==> src/rtl/dmem_arbiter.sv <==
// Round-robin two-port arbiter and single-access sequencer in front of the data memory.
// Port 0 is the CPU load/store unit, port 1 the debug/loader; one 32-bit access per grant.
module dmem_arbiter #(
    parameter int unsigned MEM_BYTES = 16384
) (
    input  logic        clk,
    input  logic        rst,
    input  logic        req0,
    input  logic        req1,
    input  logic        we0,
    input  logic        we1,
    input  logic [31:0] addr0,
    input  logic [31:0] addr1,
    input  logic [31:0] wdata0,
    input  logic [31:0] wdata1,
    output logic        gnt0,
    output logic        gnt1,
    output logic        rsp_v0,
    output logic        rsp_v1,
    output logic        rsp_err0,
    output logic        rsp_err1,
    output logic [31:0] rsp_data0,
    output logic [31:0] rsp_data1,
    output logic        mem_rvalid,
    output logic        mem_wvalid,
    output logic [31:0] mem_raddr,
    output logic [31:0] mem_waddr,
    output logic [31:0] mem_wdata,
    input  logic [31:0] mem_rdata
);

    localparam logic [1:0]  IDLE     = 2'd0;
    localparam logic [1:0]  BUSY     = 2'd1;
    localparam logic [1:0]  RESP     = 2'd2;
    localparam logic [31:0] MAX_ADDR = 32'(MEM_BYTES - 32'd4);

    logic [1:0]  state;
    logic [1:0]  state_d;
    logic        last_grant;
    logic        owner;
    logic        we_q;
    logic [31:0] addr_q;
    logic [31:0] wdata_q;
    logic        rsp_err_q;
    logic [31:0] rsp_data_q;
    logic        err;
    logic        pick0;

    assign err   = (addr_q[1:0] != 2'b00) || (addr_q > MAX_ADDR);
    // Port 0 wins when alone, or on a tie when port 1 was served last.
    assign pick0 = req0 && (!req1 || last_grant);

    // Next state, grants and memory strobes.
    always_comb begin
        state_d    = state;
        gnt0       = 1'b0;
        gnt1       = 1'b0;
        mem_rvalid = 1'b0;
        mem_wvalid = 1'b0;
        case (state)
            IDLE, RESP: begin
                state_d = IDLE;
                if (req0 || req1) begin
                    state_d = BUSY;
                    gnt0    = rst && pick0;
                    gnt1    = rst && !pick0;
                end
            end
            BUSY: begin
                state_d    = RESP;
                mem_rvalid = !we_q && !err;
                mem_wvalid = we_q && !err && rst;
            end
            default: state_d = IDLE;
        endcase
    end

    // State, latched command and response capture.
    always_ff @(posedge clk) begin
        if (!rst) begin
            state      <= IDLE;
            last_grant <= 1'b1;
            owner      <= 1'b0;
            we_q       <= 1'b0;
            addr_q     <= 32'h0;
            wdata_q    <= 32'h0;
            rsp_err_q  <= 1'b0;
            rsp_data_q <= 32'h0;
        end else begin
            state <= state_d;
            if (gnt0 || gnt1) begin
                owner      <= gnt1;
                last_grant <= gnt1;
                we_q       <= gnt1 ? we1    : we0;
                addr_q     <= gnt1 ? addr1  : addr0;
                wdata_q    <= gnt1 ? wdata1 : wdata0;
            end
            if (state == BUSY) begin
                rsp_err_q  <= err;
                rsp_data_q <= (!we_q && !err) ? mem_rdata : 32'h0;
            end
        end
    end

    assign mem_raddr = addr_q;
    assign mem_waddr = addr_q;
    assign mem_wdata = wdata_q;

    assign rsp_v0    = (state == RESP) && !owner;
    assign rsp_v1    = (state == RESP) && owner;
    assign rsp_err0  = rsp_v0 && rsp_err_q;
    assign rsp_err1  = rsp_v1 && rsp_err_q;
    assign rsp_data0 = rsp_v0 ? rsp_data_q : 32'h0;
    assign rsp_data1 = rsp_v1 ? rsp_data_q : 32'h0;

endmodule

==> config.mk <==
export PLATFORM = sky130hd
export DESIGN_NAME = dmem_arbiter
export DESIGN_NICKNAME = d
export VERILOG_FILES = /design/src/rtl/dmem_arbiter.sv
export SDC_FILE = /design/constraint.sdc
export NUM_CORES = 1
export LEC_CHECK = 0
export CAP_MARGIN = 20
export CORE_AREA = 2 2 128 130
export DETAILED_ROUTE_END_ITERATION = 10
export DIE_AREA = 0 0 130 132
export MAX_ROUTING_LAYER = met4
export PLACE_DENSITY = 0.76
export SYNTH_ARGS = -nofsm -noshare
export SYNTH_HDL_FRONTEND = slang
export SYNTH_SLANG_ARGS = --single-unit
==> constraint.sdc <==
create_clock -name clk -period 1.6 [get_ports clk]
set_clock_uncertainty 0.1 [all_clocks]
set_input_delay 0.4 -clock clk [delete_from_list [all_inputs] [get_ports clk]]
set_output_delay 0.4 -clock clk [all_outputs]
set_load 0.05 [all_outputs]
==> results.md, run 1 <==
- Run status: finished with violations
- Failing checks: negative setup slack
- Synth Area per Inst: 9.22 sq um
- Final Net Count: 1037
- Fmax: 0.446 GHz
- Total gr overflow: 0
- Pleak: 4.68 nW
- Initial DRC Count: 233
- Reg-to-Reg Start: mem_raddr[14]$_SDFFE_PN0P_
- Synth top area share: 0.436
- WP data required: 1.10 ns
- Final Cycle Share: 1.40
- Hold depth: 4
- First-pass DRT Iterations: 5
- Final Hold Vio Count: 0
- Root buffer cell: clkbuf_16
- CP endpoint kind: output port
- Cell Int Power: 0.00552 W
- Vias in the first global route: 5662
- Number of max-slew violations in the final report: 0
- CTS Buf Count: 9
- Comb power frac: 0.398
- Final Worst Setup Slack: -0.643 ns
- Synth area leader: dfxtp_1
- Crit path max fanout: 3
- Hold buffers post-CTS: 0
- Register area share after synthesis: 0.436
- Startpoint types: flip-flop
- Hold path endpoint: mem_raddr[25]$_SDFFE_PN0P_
- Crit path time final: 2.24 ns
- Hold slack final: 0.395 ns
- Area delta synth->final: 140%
- Crit Path Category: flip-flop to output port
- Cell count after synthesis: 508
- Ys async rst share: 0
- Yosys cell types: 30
- Place WS: -0.513 ns
- Worst hold path type: primary input to flip-flop
- Bufs on Longest Clock Path: 2
- Mapped Area: 4680 sq um
- Clock-pin slew on the worst setup and hold paths: 0.08 ns
- Post-synth EDFFs: 0
- Antenna Cells: 0
- First-pass GRT wire length: 32500 um
- Most common library cells after synthesis: dfxtp_1 (102), and2_1 (67), mux2i_1 (56), nand3_1 (56), o21ai_0 (55)
- Max Cap Violations: 0
- Core Area: 15700 sq um
- Setup violators final: 104
- Worst Reg-to-Reg Cells: 8
- H-tree levels: 3
- Hpwl dp: 15300 um
- Sw Pwr: 0.00284 W
- Worst R2R End: rsp_data_q[10]$_SDFFE_PN0P_
- GP Congestion: 0.781
- WL final: 21900 um
- Die ar.: 17200 sq um
- Count leader, synth: dfxtp_1
- DRT antenna net count: 0
- Worst-skew pair later-pin latency: 0.35 ns
- Largest net degree at the start of global routing: 35
- Post-DR wirelength/cell: 20.1 um
- Initial Utilization: 0.298
- Non-Filler Instances: 1092
- Die W: 130 um
- Dpl cells: 1048
- Initial antenna violation count: 0
- IO Pins: 334
- # rows: 46
- Power share of the clock group: 0.249
- Die H: 132 um
- Dominant cells by area after synthesis: dfxtp_1 (44%), mux2i_1 (12%), and2_1 (9.0%)
- Reg2Reg Setup Slack: -0.34 ns
- Worst rel slew slack: 0.786
- GRT Util Overall: 0.257
- IO Port Bufs: 333
- Share of layout cells above drive strength 1: 0.444
- RSZ-0062 raised after global routing: yes
- VDD IR max: 0.000661 V
- Hold path start: rst
- Routed vias: 5258
- Sequential Power Share: 0.353
- P per Cell Area: 743 nW/um^2
- Syn_nets: 674
- DRC errors left: 0
- Sw frac: 0.340
- TritonCTS clock tree: yes
- Synth Flop Type: dfxtp_1
- Yosys warnings: 0
- Via density: 4.82
- Yosys reg bits: 102
- Clock Sink Count: 102
- Slew @ Worst Pin: 0.321 ns
- CP arrival: 1.74 ns
==> metal layers <==
layer	vias up	global-route usage	part of all wire	wire length, um
met5	-	-	0	0
met4	0	0.0950	0.033	721
met3	44	0.0844	0.089	1960
met2	274	0.472	0.54	11900
met1	2468	0.247	0.34	7350
li1	2472	-	-	-
==> cell usage in the layout (no fill, tap or decap), drive strengths merged, types with 2 or more instances in the layout <==
| cell type | n |
|---|---|
| o21ai | 66 |
| nand3 | 56 |
| nor2 | 6 |
| nor4 | 6 |
| nand2 | 20 |
| a22o | 32 |
| and2 | 67 |
| a31oi | 10 |
| clkbuf | 11 |
| inv | 5 |
| clkinv | 4 |
| mux2i | 56 |
| dfxtp | 102 |
| dlygate4sd2 | 2 |
| clkdlybuf4s50 | 162 |
| buf | 260 |
==> per-stage QoR <==
| stage | TNS, ns | utilization | area (sq um) | power [W] |
|---|---|---|---|---|
| finish | -41.87 | 0.715 | 11200 | 0.00836 |
| global route | -48.74 | 0.715 | 11200 | 0.00865 |
| CTS | -46.51 | 0.724 | 11400 | 0.00840 |
| detailed placement | -42.06 | 0.659 | 10400 | 0.00616 |
| global placement | -37.82 | 0.659 | 10400 | 0.00612 |
| floorplan | -2.42 | - | 4980 | 0.00437 |
==> state kept, by name, indices dropped and copies added (netlist names) <==
| signal | count |
|---|---|
| rsp_data_q | 32 |
| state | 2 |
| rsp_err_q | 1 |
| mem_wdata | 32 |
| mem_raddr | 32 |
| owner | 1 |
| last_grant | 1 |
| we_q | 1 |
==> area by class of cell <==
cell class | instances | area, sq um
multi-input cells | 329 | 2500
fillers | 1030 | 4470
repair buffers | 425 | 6100
well taps | 216 | 270
inverters | 4 | 17.5
clock buffers | 10 | 229
flip-flops and latches | 102 | 2090
clock inverters | 6 | 37.5
==> worst max-delay path by stage <==
stage | from | to | slack (ns) | cells after the start
6_report | mem_raddr[14]$_SDFFE_PN0P_ | mem_rvalid | -0.64 | 5
5_1_grt | mem_raddr[14]$_SDFFE_PN0P_ | mem_rvalid | -0.75 | 5
4_1_cts | mem_raddr[14]$_SDFFE_PN0P_ | mem_rvalid | -0.67 | 5
3_5_place_dp | req1 | mem_raddr[6]$_SDFFE_PN0P_ | -0.51 | 6
3_3_place_gp | req1 | mem_raddr[17]$_SDFFE_PN0P_ | -0.45 | 6
2_1_floorplan | mem_raddr[1]$_SDFFE_PN0P_ | mem_rvalid | -0.32 | 4
==> power groups by stage <==
| stage | combinational [W] | clock (W) | sequential [W] |
|---|---|---|---|
| floorplan | 0.000885 | 0 | 0.00348 |
| finish | 0.00333 | 0.00208 | 0.00295 |
| detailed placement | 0.00317 | 0 | 0.00299 |
| global route | 0.00346 | 0.00222 | 0.00297 |
| global placement | 0.00313 | 0 | 0.00298 |
| CTS | 0.00335 | 0.00211 | 0.00295 |
==> worst max-delay path, cell delays in order (launching register included) <==
cell,delay [ns]
dfxtp_4,0.36
nor4_4,0.28
nand4_1,0.16
or2_4,0.30
nor2_4,0.13
buf_12,0.15
==> cells by family after synthesis <==
kind of cell	synth area share
buf+inv	0.0980
flops	0.436
simple gates	0.197
mux	0.120
compound gates	0.149
==> timing repair <==
item                       CTS  global route
setup buffers               17             9
setup endpoints to repair  165           171
cloned                      15             0
gates resized for setup     64            32
pin swaps                   15             5
Note: power is estimated with default switching activity, not from simulation.
==> inputs of run 2 (changes only) <==
CORE_AREA = default   (was 2 2 128 130)
CORE_MARGIN = 10   (was default)
CORE_UTILIZATION = 32   (was default)
DIE_AREA = default   (was 0 0 130 132)
PLACE_DENSITY = 0.81   (was 0.76)
==> run 2 against run 1 <==
Against the previous run:
- the flow still finishes with violations (negative setup slack)
- fmax is 1.2% higher
- power grew 4.1%
- worst hold slack gained 0.0074 ns
- final cell count shrank 3.1%
- first-iteration DRC count rose by 2.6%
- largest cell class unchanged
==> results.md, run 2 (synthesized netlist as in run 1, its figures left out) <==
- Hold depth: 3 (-1)
- Hold path start: rst
- Initial antenna violation count: 0 (unchanged)
- Crit path time final: 2.22 ns (-0.0264 ns)
- Die H: 141 um (+6.8%)
- VDD IR max: 0.000811 V (+23%)
- IO Pins: 334 (unchanged)
- Setup violators final: 145 (+39%)
- Worst hold path type: primary input to flip-flop
- # rows: 44 (-4.3%)
- Commonest cells after routing, fill and taps aside: buf_12 (176), clkdlybuf4s50_1 (162), dfxtp_1 (80)
- Final Hold Vio Count: 0 (unchanged)
- Final Net Count: 1037 (unchanged)
- Slew @ Worst Pin: 0.764 ns (+0.444 ns)
- Sequential Power Share: 0.343 (-0.010)
- Pleak: 4.82 nW (+3.0%)
- Cell Int Power: 0.00574 W (+4.0%)
- Final Worst Setup Slack: -0.617 ns (+0.0264 ns)
- Worst-skew pair later-pin latency: 0.35 ns (about the same)
- DRT antenna net count: 0 (unchanged)
- Via density: 5.23 (+8.7%)
- Comb power frac: 0.410 (+0.012)
- Sw frac: 0.341 (+0.00108)
- Root buffer cell: clkbuf_16
- H-tree levels: 3 (unchanged)
- Failing checks: negative setup slack
- Antenna Cells: 0 (unchanged)
- Hold buffers post-CTS: 0 (unchanged)
- Clock Sink Count: 102 (unchanged)
- Vias in the first global route: 5819 (+2.8%)
- Post-DR wirelength/cell: 26.0 um (+29%)
- CP arrival: 1.72 ns (-0.02 ns)
- WP data required: 1.10 ns (about the same)
- Bufs on Longest Clock Path: 2 (unchanged)
- Startpoint types: flip-flop
- Largest net degree at the start of global routing: 46 (+31%)
- Final Cycle Share: 1.39 (-0.0165)
- Reg-to-Reg Start: mem_raddr[22]$_SDFFE_PN0P_
- Share of layout cells above drive strength 1: 0.505 (+0.0605)
- Initial DRC Count: 239 (+2.6%)
- Total gr overflow: 0 (unchanged)
- DRC errors left: 0 (unchanged)
- Run status: finished with violations
- Crit path max fanout: 3 (unchanged)
- Worst Reg-to-Reg Cells: 7 (-1)
- Hpwl dp: 17900 um (+17%)
- Die ar.: 19900 sq um (+16%)
- Crit-path cells: nor4_4 > nand4_1 > or2_4 > nor2_4 > buf_12
- IO Port Bufs: 333 (unchanged)
- Max Cap Violations: 0 (unchanged)
- CP max-delay cell: dfxtp_2
- RSZ-0062 raised after global routing: yes
- GP Congestion: 0.847 (+8.5%)
- TritonCTS clock tree: yes
- First-pass DRT Iterations: 4 (-1)
- CP endpoint kind: output port
- Hold path endpoint: rsp_err_q$_SDFFE_PN0P_
- Clock-pin slew on the worst setup and hold paths: 0.07 ns (about the same)
- Worst rel slew slack: 0.491 (-0.296)
- GRT Util Overall: 0.241 (-0.0160)
- Sw Pwr: 0.00296 W (+4.5%)
- Place WS: -0.577 ns (-0.0638 ns)
- Number of max-slew violations in the final report: 0 (unchanged)
- Power Total: 0.00870 W (+4.1%)
- Worst path max stage delay: 0.34 ns (-0.02 ns)
- Fmax: 0.451 GHz (+1.2%)
- Power share of the clock group: 0.247 (-0.002)
- WL final: 27500 um (+25%)
- Register area: 2090 sq um (unchanged)
- Fill cells: 714 (-31%)
- Reg2Reg Setup Slack: -0.36 ns (-0.02 ns)
- Final instance area: 11700 sq um (+3.7%)
- Die W: 141 um (+8.4%)
- First-pass GRT wire length: 36100 um (+11%)
- P per Cell Area: 746 nW/um^2 (+0.39%)
- Area delta synth->final: 149%
- Initial Utilization: 0.325 (+0.0266)
- Area taken by multi-input logic gates: 2780 sq um (+11%)
- Routed vias: 5538 (+5.3%)
- Placed inst area: 10200 sq um (-1.5%)
- CTS Buf Count: 9 (unchanged)
- Crit Path Category: flip-flop to output port
- Worst R2R End: rsp_data_q[20]$_SDFFE_PN0P_
- Core Area: 14400 sq um (-8.2%)
- Commonest non-fill, non-tap cell in the layout: buf_12
[run 2: cell count changes in the layout (fill, tap and decap cells not counted), sizes merged]
cell,change
buf,-11
clkbuf,+14
clkinv,-3
clkinvlp,-1
inv,-1
[run 2: metrics by stage]
step	hold slack, ns	util	instances	TNS [ns]
4_1_cts	0.379	0.770	1046	-54.06
5_1_grt	0.391	0.808	1058	-54.13
3_3_place_gp	0.368	0.707	1006	-36.25
2_1_floorplan	0.355	-	508	-2.42
3_5_place_dp	0.388	0.707	1006	-38.27
6_report	0.402	0.808	1058	-46.43
[run 2: metal layers]
layer | track usage | wire length (um) | vias to the layer above
li1 | - | - | 2481
met1 | 0.232 | 9280 | 2672
met2 | 0.428 | 14700 | 331
met3 | 0.102 | 2690 | 54
met4 | 0.0793 | 839 | 0
met5 | - | 0 | -
[run 2: power by group through the flow]
stage	clock, W	combinational [W]	sequential, W
3_3_place_gp	0	0.00312	0.00298
5_1_grt	0.00225	0.00369	0.00300
6_report	0.00215	0.00357	0.00299
4_1_cts	0.00214	0.00332	0.00295
3_5_place_dp	0	0.00316	0.00299
2_1_floorplan	0	0.000885	0.00348
[run 2: how the worst max path moves through the flow]
stage                                            end  slack [ns]  depth (start not counted)                  startpoint
after floorplan                           mem_rvalid       -0.32                          4   mem_raddr[1]$_SDFFE_PN0P_
after CTS                                 mem_rvalid       -0.65                          5  mem_raddr[22]$_SDFFE_PN0P_
after global placement    mem_raddr[25]$_SDFFE_PN0P_       -0.56                          6                        req1
final                                     mem_rvalid       -0.62                          5  mem_raddr[22]$_SDFFE_PN0P_
after detailed placement  mem_raddr[25]$_SDFFE_PN0P_       -0.58                          6                        req1
after global routing                      mem_rvalid       -0.69                          5  mem_raddr[22]$_SDFFE_PN0P_
[run 2: final cells by class]
cell class                 count  share of cell area
clock buffer                  13              0.0233
clock inverter                 1            0.000429
inverter                       4             0.00193
multi-input combinational    329               0.238
sequential                   102               0.179
tap                          184              0.0197
timing repair buffer         425               0.537
[run 2: worst max-delay path: cells and delay by family (launching register included)]
kind                   cells  cell delay (ns)
AND/OR/NAND/NOR            4             0.88
buffers and inverters      1             0.14
flip-flops                 1             0.34
[run 2: what timing repair did]
action,in CTS,in global routing
resized for setup,72,124
setup buffers,16,10
setup endpoints to repair,166,172
gates cloned,10,14
pin swaps,14,16
==> inputs of run 3 (changes only) <==
PLACE_DENSITY = default   (was 0.81)
PLACE_DENSITY_LB_ADDON = 0.08   (was default)
==> run 3 against run 2 <==
Against the previous run:
- the run still ends with negative setup slack left
- global-route usage is 0.46 points lower
- via count is 2.6% lower
- clock-buffer cell count stayed put
- final cell count is 0.47% higher
- setup slack better by 0.010 ns
- non-clock buffer count stayed put
- power is 0.89% lower
- die area stayed put
- combinational power hardly changed
- sequential cell count stayed put
- sequential power hardly changed
- critical path type unchanged
- critical endpoint unchanged
- largest power group unchanged
- highest routed layer unchanged
==> results.md, run 3 (synthesized netlist as in run 1, its figures left out) <==
- Run status: finished with violations
- Failing checks: negative setup slack
- Root buffer cell: clkbuf_16
- Number of max-slew violations in the final report: 0 (unchanged)
- Register area: 2080 sq um (-0.18%)
- Hold buffers post-CTS: 0 (unchanged)
- Hold depth: 2 (-1)
- WL final: 24900 um (-9.3%)
- Crit Path Category: flip-flop to output port
- First-pass DRT Iterations: 4 (unchanged)
- Place WS: -0.515 ns (+0.0618 ns)
- Clock Sink Count: 102 (unchanged)
- Largest net degree at the start of global routing: 59 (+28%)
- Slew @ Worst Pin: 0.344 ns (-0.420 ns)
- Area delta synth->final: 149% (about the same)
- Initial DRC Count: 244 (+2.1%)
- P per Cell Area: 740 nW/um^2 (-0.81%)
- Core Area: 14400 sq um (unchanged)
- Final Net Count: 1037 (unchanged)
- Initial antenna violation count: 3 (+3)
- Fmax: 0.453 GHz (+0.46%)
- Via density: 5.07 (-3.1%)
- Bufs on Longest Clock Path: 2 (unchanged)
- DRC errors left: 0 (unchanged)
- Power Total: 0.00862 W (-0.89%)
- H-tree levels: 3 (unchanged)
- GP Congestion: 0.807 (-4.8%)
- Die W: 141 um (unchanged)
- Commonest non-fill, non-tap cell in the layout: buf_12
- CP endpoint kind: output port
- Final Cycle Share: 1.38 (-0.00636)
- Worst Reg-to-Reg Cells: 7 (unchanged)
- Final Hold Vio Count: 0 (unchanged)
- DRT antenna net count: 0 (unchanged)
- Crit path max fanout: 3 (unchanged)
- Die ar.: 19900 sq um (unchanged)
- CTS Buf Count: 9 (unchanged)
- Hold slack final: 0.405 ns (+0.00292 ns)
- RSZ-0062 raised after global routing: yes
- Pleak: 4.83 nW (+0.20%)
- Worst-skew pair later-pin latency: 0.34 ns (about the same)
- Worst rel slew slack: 0.770 (+0.280)
- Die H: 141 um (unchanged)
- # rows: 44 (unchanged)
- Initial Utilization: 0.325 (unchanged)
- Share of layout cells above drive strength 1: 0.482 (-0.0228)
- TritonCTS clock tree: yes
- Total gr overflow: 0 (unchanged)
- Setup tns final: -44.80 ns (+1.63 ns)
- Setup violators final: 141 (-2.8%)
- IO Port Bufs: 333 (unchanged)
- CP arrival: 1.71 ns (about the same)
- First-pass GRT wire length: 35700 um (-1.3%)
- Area taken by multi-input logic gates: 2660 sq um (-4.1%)
- Crit path time final: 2.21 ns (-0.0102 ns)
- Commonest cells after routing, fill and taps aside: buf_12 (193), clkdlybuf4s50_1 (162), dfxtp_1 (81)
- Final Worst Setup Slack: -0.607 ns (+0.0102 ns)
- Routed vias: 5394 (-2.6%)
- IO Pins: 334 (unchanged)
- Hpwl dp: 17200 um (-3.4%)
- Startpoint types: flip-flop
- GRT Util Overall: 0.237 (-0.00464)
- Post-DR wirelength/cell: 23.4 um (-9.7%)
- VDD IR max: 0.000542 V (-33%)
- Clock-pin slew on the worst setup and hold paths: 0.07 ns (about the same)
- WP data required: 1.10 ns (about the same)
- Vias in the first global route: 5957 (+2.4%)
- Max Cap Violations: 0 (unchanged)
- Worst hold path type: flip-flop to flip-flop
- Fill cells: 838 (+17%)
==> run 3: power by group <==
group	switching (W)	internal, W
logic	0.00169	0.00185
clock network	0.000988	0.00114
registers	0.000227	0.00273
==> run 3: metrics by stage <==
stage               utilization  area (sq um)  cells
finish                    0.808         11600   1063
global placement          0.715         10300   1008
global route              0.808         11600   1063
CTS                       0.805         11600   1062
floorplan                     -          4980    508
detailed placement        0.715         10300   1008
==> run 3: layer usage <==
metal / GRT usage / share of wire / vias to the layer above
met5: - / 0 / -
met4: 0.0902 / 0.031 / 0
met3: 0.0796 / 0.080 / 43
met2: 0.429 / 0.54 / 239
met1: 0.228 / 0.35 / 2618
li1: - / - / 2494
==> run 3: critical path, stage by stage (launching register included) <==
cell     delay, ns
dfxtp_4       0.35
nor4_4        0.29
nand4_1       0.15
or2_4         0.30
nor2_4        0.12
buf_12        0.15
==> run 3: path summary, 6_finish.rpt <==
| path | start | endpoint | slack, ns |
|---|---|---|---|
| setup reg to reg | mem_raddr[31]$_SDFFE_PN0P_ | rsp_data_q[12]$_SDFFE_PN0P_ | -0.19 |
| hold / removal | mem_wdata[28]$_SDFFE_PN0P_ | mem_wdata[28]$_SDFFE_PN0P_ | 0.40 |
| hold reg to reg | mem_wdata[28]$_SDFFE_PN0P_ | mem_wdata[28]$_SDFFE_PN0P_ | 0.40 |
| setup / recovery | mem_raddr[31]$_SDFFE_PN0P_ | mem_rvalid | -0.61 |
==> run 3: area by class of cell <==
type,instances,area share
Clock inverter,3,0.00161
Inverter,4,0.00236
Tap cell,184,0.0198
Antenna cell,3,0.000644
Timing Repair Buffer,425,0.546
Clock buffer,13,0.0223
Sequential cell,102,0.179
Multi-Input combinational cell,329,0.229
==> run 3: repair_timing <==
item                                   CTS  global route
endpoints found under the hold margin    0             0
setup endpoints to repair              163           172
cloned                                  17             5
resized for setup                      126            23
pin swaps                               29             6
setup buffers                           23             7
==> variant: new RTL, config.mk and constraints of run 2 <==
Reset style: asynchronous (`rst`), changed in one clocked block.
--- a/src/rtl/dmem_arbiter.sv
+++ b/src/rtl/dmem_arbiter.sv
@@ -78,3 +78,3 @@
     // State, latched command and response capture.
-    always_ff @(posedge clk) begin
+    always_ff @(posedge clk or negedge rst) begin
         if (!rst) begin
Formal check against the unedited RTL: differs if rst is asserted again (counterexample within 4 cycles, from zero or initial values and one cycle with rst low); with rst held inactive, the same outputs for 10 cycles.
==> variant against run 2 <==
Critical path type unchanged; sequential cell count did not move; wire length grew 6.1%; setup slack got worse by 96 ps; sequential share of layout area grew 2.6 points; highest routed layer unchanged; cell area rose by 7.6%; worst hold slack worse by 310 ps; count of clock-buffer cells in the layout is 2 higher; maximum frequency decreased by 4.1%; the run still ends with setup timing left; area after synthesis increased by 14%.
Power is not compared: it rests on default switching activity, and its combinational part moved more than twofold at a synthesized area within 25%.
==> variant: results (changes against run 2) <==
[place]
gp_congestion=0.820  ; was 0.847
dp_hpwl_mm=19.1  ; was 17.9 mm
place_area_um2=10900  ; was 10200 um^2
pre_cts_ws_ps=-417  ; was -577 ps

[synth]
synth_common_cells=101 x dfrtp_1, 66 x and2_1, 65 x a221o_1, 51 x a21boi_0, 35 x nand2_1  ; was 102 x dfxtp_1, 67 x and2_1, 56 x mux2i_1, 56 x nand3_1, 55 x o21ai_0
ys.flop_type=dfrtp_1  ; was dfxtp_1
async_flop_share=1.00  ; was 0
synth_nets=665  ; was 674
synth_seq_area_share=0.477  ; was 0.436

[sta]
timing.final.ws_setup_ps=-713  ; was -617 ps
slew_headroom=0.588  ; was 0.491
setup_violations=177  ; was 145

[worst_setup_path]
cp_slowest_cell=dfrtp_2  ; was dfxtp_2
crit_arrival_ps=1810  ; was 1720 ps
rr_startpoint=mem_raddr[18]  ; was mem_raddr[22]
critPathMaxFanout=17  ; was 3
crit_path_start=state[0]  ; was mem_raddr[22]

[detailed_routing]
drt-met1-wl_mm=10.6  ; was 9.28 mm
dr_wl_met3_mm=2.48  ; was 2.69 mm
drt-wirelength-per-cell_um=26.9  ; was 26.0 um
wl_met2_mm=15.3  ; was 14.7 mm
drt_iter0_drc=290  ; was 239
wl_mm=29.1  ; was 27.5 mm

[grt]
grt_pass1_wl_mm=40.8  ; was 36.1 mm
grt_pass1_vias=6407  ; was 5819
use_met3=0.0789  ; was 0.102
met1_usage=0.267  ; was 0.232
met2_usage=0.428  ; about the same
grt_start_max_net_pins=103  ; was 46
grt.total_usage=0.250  ; was 0.241

[finish]
nFillCells=929  ; was 714

[outcome]
status=finished, violations left  ; unchanged
violations=setup timing  ; unchanged

[min_path]
hold_class=in -> async  ; was in -> reg

[floorplanning]
die-width_um=149  ; was 141 um

-- variant: metrics by stage --
step / hold slack (ps) / util / power [mW]
floorplan: 4.41 / - / 7.24
global placement: 367 / 0.663 / 11.2
detailed placement: 388 / 0.663 / 11.3
CTS: 152 / 0.747 / 14.2
global route: 184 / 0.762 / 14.8
finish: 94.8 / 0.762 / 14.3
-- variant: timing repair --
| item | in CTS | in global routing |
|---|---|---|
| cloned | 19 | 5 |
| resized for setup | 91 | 64 |
| pin swaps | 65 | 22 |
| setup buffers | 23 | 13 |
| setup endpoints to repair | 194 | 191 |
-- variant: area by class of cell --
| type | instances | area [um^2] | area share |
|---|---|---|---|
| clock inverters | 1 | 30.0 | 0.00239 |
| multi-input cells | 315 | 2870 | 0.228 |
| inverters | 2 | 10.0 | 0.000798 |
| well taps | 220 | 275 | 0.0219 |
| flip-flops and latches | 102 | 2570 | 0.205 |
| diodes | 3 | 7.51 | 0.000598 |
| clock buffers | 15 | 268 | 0.0213 |
| repair buffers | 426 | 6520 | 0.519 |
-- variant: worst reg2reg max path, stage by stage (launching register included) --
cell       delay (ps)
dfrtp_2           430
nor4_4            350
nand4_4           200
buf_4             200
bufbuf_16         300
o31ai_1           260
-- variant: cells by family (layout without fill, tap and decap cells) --
logic type | Yosys count | count (layout) | synth area share
AOI/OAI and AO/OA | 165 | 165 | 0.267
buffers and inverters | 82 | 444 | 0.0889
other | 0 | 3 | 0
DFF | 102 | 102 | 0.477
and+or+nand+nor | 150 | 150 | 0.167
-- variant: final timing paths --
kind / to / cells past startpoint
worst max register to register: rsp_data_q[15] / 5
max in group asynchronous: mem_raddr[30] / 3
worst min-delay path: mem_raddr[29] / 3
worst max-delay path: rsp_data1[12] / 5
worst min register to register: rsp_data_q[16] / 2
min in group clk: rsp_data_q[16] / 2
